`src/rtl/debounce_multi.sv`:
```
// Multi-channel debouncer with per-channel settle counters, rise/fall strobes and sticky event flags.
// Define DEBOUNCE_SYNC_EN to insert a 2-flop synchroniser on every input bit.
module debounce_multi #(
    parameter int unsigned CHANNELS   = 4,
    parameter int unsigned THRESHOLD  = 250000,
    parameter int unsigned CNT_W      = 18,
    parameter logic        INIT_LEVEL = 1'b0
) (
    input  logic                i_Clk,
    input  logic                i_Rst_L,
    input  logic [CHANNELS-1:0] i_Signal,
    input  logic [CHANNELS-1:0] i_Clear,
    output logic [CHANNELS-1:0] o_Debounced,
    output logic [CHANNELS-1:0] o_Rise,
    output logic [CHANNELS-1:0] o_Fall,
    output logic [CHANNELS-1:0] o_Event,
    output logic                o_Any
);

    localparam logic [CNT_W-1:0] THR_C = CNT_W'(THRESHOLD);

    logic [CHANNELS-1:0] samp;
    logic [CHANNELS-1:0] change;
    logic [CNT_W-1:0]    cnt [CHANNELS];

`ifdef DEBOUNCE_SYNC_EN
    logic [CHANNELS-1:0] sync1;
    logic [CHANNELS-1:0] sync2;

    always_ff @(posedge i_Clk or negedge i_Rst_L) begin
        if (!i_Rst_L) begin
            sync1 <= {CHANNELS{INIT_LEVEL}};
            sync2 <= {CHANNELS{INIT_LEVEL}};
        end else begin
            sync1 <= i_Signal;
            sync2 <= sync1;
        end
    end

    assign samp = sync2;
`else
    assign samp = i_Signal;
`endif

    // A channel flips on the sample that would push its counter past THRESHOLD.
    always_comb begin
        change = '0;
        for (int unsigned i = 0; i < CHANNELS; i++) begin
            change[i] = (samp[i] != o_Debounced[i]) && (cnt[i] == THR_C);
        end
    end

    always_ff @(posedge i_Clk or negedge i_Rst_L) begin
        if (!i_Rst_L) begin
            for (int unsigned i = 0; i < CHANNELS; i++) begin
                cnt[i] <= '0;
            end
            o_Debounced <= {CHANNELS{INIT_LEVEL}};
            o_Rise      <= '0;
            o_Fall      <= '0;
            o_Event     <= '0;
        end else begin
            for (int unsigned i = 0; i < CHANNELS; i++) begin
                if (samp[i] == o_Debounced[i] || change[i]) begin
                    cnt[i] <= '0;
                end else begin
                    cnt[i] <= cnt[i] + CNT_W'(1);
                end
            end
            o_Debounced <= o_Debounced ^ change;
            o_Rise      <= change & samp;
            o_Fall      <= change & ~samp;
            o_Event     <= (o_Event & ~i_Clear) | change;
        end
    end

    assign o_Any = |o_Event;

endmodule

```
`config.mk`:
```
export PLATFORM = sky130hd
export DESIGN_NAME = debounce_multi
export DESIGN_NICKNAME = d
export VERILOG_FILES = /design/src/rtl/debounce_multi.sv
export SDC_FILE = /design/constraint.sdc
export NUM_CORES = 1
export LEC_CHECK = 0
export BUFFER_PORTS_ARGS = -buffer_cell sky130_fd_sc_hd__buf_4
export CORE_UTILIZATION = 41
export DETAILED_ROUTE_END_ITERATION = 12
export REMOVE_ABC_BUFFERS = 1
export SYNTH_ARGS = -nofsm -noshare
export SYNTH_HDL_FRONTEND = slang
export SYNTH_SLANG_ARGS = --single-unit
```
`constraint.sdc`:
```
create_clock -name i_Clk -period 1.65 [get_ports i_Clk]
set_input_delay 0.0825 -clock i_Clk [delete_from_list [all_inputs] [get_ports i_Clk]]
set_output_delay 0.0825 -clock i_Clk [all_outputs]
set_load 0.05 [all_outputs]
```
# After elaboration in Yosys (flattened, before gate mapping)
# Index checks and enable logic that the tools add are counted.
[op_classes]
add_sub_neg = 4
n_eq_ne = 12
muxes = 4
bitwise = 7
n_reduce_logical = 9
[op_table]
columns = ["op", "n"]
rows = [
  ["$add 18x1->18 const B", 4],
  ["$eq 18x18->1 const B", 4],
  ["$mux 18", 4],
  ["$and 4x4->4", 3],
  ["$not 4->4", 2],
  ["$eq 1x1->1", 4],
  ["$logic_and 1x1->1", 4],
  ["$logic_or 1x1->1", 4],
  ["$ne 1x1->1", 4],
  ["$or 4x4->4", 1],
  ["$reduce_or 4->1", 1],
  ["$xor 4x4->4", 1],
]
[word_totals]
regBits = 88
input_bits = 10
out_inout_bits = 17
wordCells = 44

# Depth between registers and ports, before layout
[logic_depth]
word_depth = 4
ltp_mapped = 8
depth_no_buf = 6

# Least setup slack after synthesis
# No wires, ideal clock.
[synth_timing]
kind = "register to register"
startpoint = "register cnt[18] (netlist bit)"
endpoint = "register cnt[26] (netlist bit)"
setup_ps = 121
arrival_time_ps = 1665
t_required_ps = 1529
path_slack_ps = -137
stages_incl_launch_ff = 8
n_path_buf = 1
period_less_slack_ps = 1787
cell_sequence = "dfrtp_1 inv_1 ha_1 nor4b_1 nand3_1 o21ai_1 buf_2 nor2_1"
[synth_via]
elab_chain_len = 4
elab_cells_between_ends = 5
classes_between = "1 x add/sub; 1 x eq/ne; 1 x mux; 2 x reduce/logical"
[synth_lines]
columns = ["element", "line_no", "source"]
rows = [
  ["start: declaration", "24", "logic [CNT_W-1:0] cnt [CHANNELS];"],
  ["start signal: indexed assignment", "67", "cnt[i] <= cnt[i] + CNT_W'(1);"],
  ["parallel branches: the longest is 3 deep, another holds $add 18x1->18", "--", ""],
  ["$mux 18 *", "64", "if (samp[i] == o_Debounced[i] || change[i]) begin"],
]
# Every way passes the cells marked *.

==> impl_metrics.py <==
metrics = {
    "status": {
        "status": "finished clean",
    },
    "finish": {
        "diodes": 0,
        "drive_above_1_share": 0.283,
        "layout_common_cells": "buf_4, dfrtp_1, nor2_1, xnor2_1",
        "final_core_util": 0.549,
        "fin_cells": 683,
        "layout_commonest_cell": "buf_4",
        "syn2layout_area_growth_pct": 30.0,
        "nets": 561,
        "multi_input_area_um2": 2130,
        "final-seq-area_um2": 2210,
        "nFillCells": 944,
    },
    "clocking": {
        "root_buffer": "clkbuf_8",
        "clock_path_buffers": 2,
        "clk_pin_slew_ns": 0.09,
        "numCtsBuffers": 9,
        "clock_latency_ns": 0.37,
        "cts_tree": "done",
        "clock-sinks": 88,
        "h-tree-depth": 3,
    },
    "power_and_ir_drop": {
        "power_leakage_nw": 2.40,
        "ir_drop_mv": 0.318,
        "p_total_mw": 4.02,
        "p_sw_mw": 1.06,
        "combPwrFrac": 0.100,
        "power.internal_mw": 2.96,
        "seqPwrFrac": 0.558,
        "sw_frac_of_total": 0.263,
        "p_per_area_nw_per_um2": 713,
        "clockPowerShare": 0.342,
    },
    "synth": {
        "synth_edf_count": 0,
        "synth_warnings": 0,
        "ys_ff_latch": 88,
        "syn_area_um2": 4340,
        "syn_inst": 432,
        "ys_async_sr_fraction": 1.00,
        "avgSynthCellArea_um2": 10.0,
        "synthFlopType": "dfrtp_1",
        "ys_seq_area_frac": 0.508,
        "synth_cell_types": 38,
    },
    "die": {
        "fp.dieArea_um2": 11000,
        "die_w_um": 105,
        "coreArea_um2": 10300,
        "die_h_um": 105,
        "io-pin-count": 27,
        "start_util": 0.422,
        "rows": 37,
    },
    "global_route": {
        "grt_pass1_vias": 3461,
        "grt_pass1_wl_um": 16100,
        "grt_max_degree": 89,
        "grt-ovfl-total": 0,
        "grt_antenna_before_repair": 0,
        "track_usage": 0.183,
    },
    "place": {
        "port_buffers": 26,
        "place_congestion": 0.830,
        "dp.cells": 649,
        "hpwl_um": 6530,
        "dp_worst_setup_slack_ns": -0.0697,
    },
    "setup_path": {
        "critPathMaxFanout": 4,
        "critPathCaptureType": "register",
        "critPathLaunchType": "register",
        "cp.required_ns": 1.90,
        "r2r_cells": 5,
        "reg2reg_from": "cnt[45]",
        "critPathArrivalTime_ns": 1.88,
        "rrSetupSlack_ns": 0.02,
        "critical_path_class": "register to register",
    },
    "routing": {
        "viasPerCell": 5.10,
        "drcViolationCount": 0,
        "wl_um": 9270,
        "ant_nets": 0,
        "via_count": 3481,
        "drt_pass1_iterations": 4,
        "wl_per_cell_um": 13.6,
        "drt_iter0_drc": 126,
    },
    "timing": {
        "slew_violations": 0,
        "max_slew_margin": 0.685,
        "rsz0062_at_grt": "true",
        "period_share": 0.988,
        "worst_slack_ns": 0.0192,
        "setup_viol": 0,
        "hold_violations": 0,
        "finClkSkew_ns": 0.0105,
        "worst_pin_slew_ns": 0.472,
        "max_freq_ghz": 0.613,
        "fin_crit_ns": 1.63,
    },
    "flow_run": {
        "drv_cap": 0,
    },
    "hold_path": {
        "worstHoldPathType": "input pin to async pin",
    },
}
==> per-layer routing <==
layer  global-route usage  vias up  part of all wire
li1                     -     1726                 -
met1                0.257     1707              0.50
met2                0.289       39              0.47
met3               0.0281        9             0.019
met4               0.0634        0             0.012
met5                    0        -                 0
==> registers in the layout, indices dropped and copies added, names as in the netlist, named ones only <==
register	flops
o_Event	4
o_Fall	4
cnt	72
o_Rise	4
==> worst max-delay path, stage by stage, from the launching register on <==
cell	delay, ns
dfrtp_1	0.40
buf_4	0.14
nor4b_1	0.28
buf_4	0.17
nand4_1	0.19
mux2_2	0.33
==> metrics by stage <==
step	hold slack [ns]	instance area, um^2	setup TNS (ns)
finish	0.282	5640	0
floorplan	-0.213	4300	-5.55
detailed placement	0.162	5150	-0.899
global placement	0.161	5150	-0.00853
global route	0.328	5640	-0.277
CTS	0.311	5470	0
==> cell type report <==
type	instances	area share
Multi-Input combinational cell	309	0.378
Tap cell	136	0.0302
Sequential cell	88	0.391
Clock inverter	5	0.00599
Inverter	26	0.0173
Clock buffer	10	0.0244
Timing Repair Buffer	109	0.153
==> what timing repair did <==
| action | 4_1_cts | 5_1_grt |
|---|---|---|
| pin swaps | 2 | 17 |
| hold buffers | 9 | 0 |
| hold endpoints to repair | 103 | 0 |
| setup buffers | 5 | 5 |
| setup endpoints to repair | 20 | 34 |
| gates resized for setup | 4 | 29 |
==> Yosys cell counts, types with 2 or more instances <==
master     number  area share
inv_1          26       0.022
o22ai_1         2      0.0029
or3_1           4      0.0058
nand4bb_1       2      0.0052
xor2_1         16       0.032
or4_4           2      0.0052
nor4b_1         5       0.010
and4_1          3      0.0061
and3_1          8       0.012
a21oi_1         6      0.0069
nor4bb_1        3      0.0069
nand2_1        16       0.014
nor4_1         19       0.027
xnor2_1        46       0.093
nand4b_1        2      0.0040
a41o_1          2      0.0046
dfrtp_1        88        0.51
nand4_1        23       0.033
nand4_4         2      0.0098
mux2_2          4       0.010
o21ai_0         3      0.0035
nor3b_1         9       0.016
ha_1            8       0.023
o21ai_1         2      0.0023
o2bb2ai_1       2      0.0040
nor3_1         16       0.018
buf_2           6      0.0069
nor2_1         71       0.061
nand3_1        26       0.030
clkbuf_1        2      0.0017
==> logic make-up after synthesis <==
kind of cell | Yosys count | share of synthesized area
compound gates | 19 | 0.0280
xor+xnor | 62 | 0.125
fa+ha+maj | 8 | 0.0231
buf+inv | 35 | 0.0320
flops | 88 | 0.508
mux | 4 | 0.0104
simple gates | 216 | 0.274
==> worst max path at each step <==
| stage | start | end | slack, ns | cells after the start |
|---|---|---|---|---|
| 3_5_place_dp | cnt[18] | cnt[27] | -0.07 | 7 |
| 2_1_floorplan | cnt[18] | cnt[20] | -0.25 | 6 |
| 5_1_grt | cnt[36] | register | -0.08 | 6 |
| 6_report | cnt[45] | register | 0.02 | 5 |
| 4_1_cts | cnt[8] | cnt[17] | 0.005 | 5 |
| 3_3_place_gp | cnt[36] | register | -0.009 | 6 |
==> power groups by stage <==
stage / clock network, mW / registers, mW / logic, mW
floorplan: 0 / 2.31 / 0.141
global placement: 0 / 2.28 / 0.375
detailed placement: 0 / 2.29 / 0.380
CTS: 1.41 / 2.24 / 0.401
global route: 1.50 / 2.25 / 0.457
finish: 1.38 / 2.24 / 0.403
No activity file was read; power rests on OpenSTA's default activity.
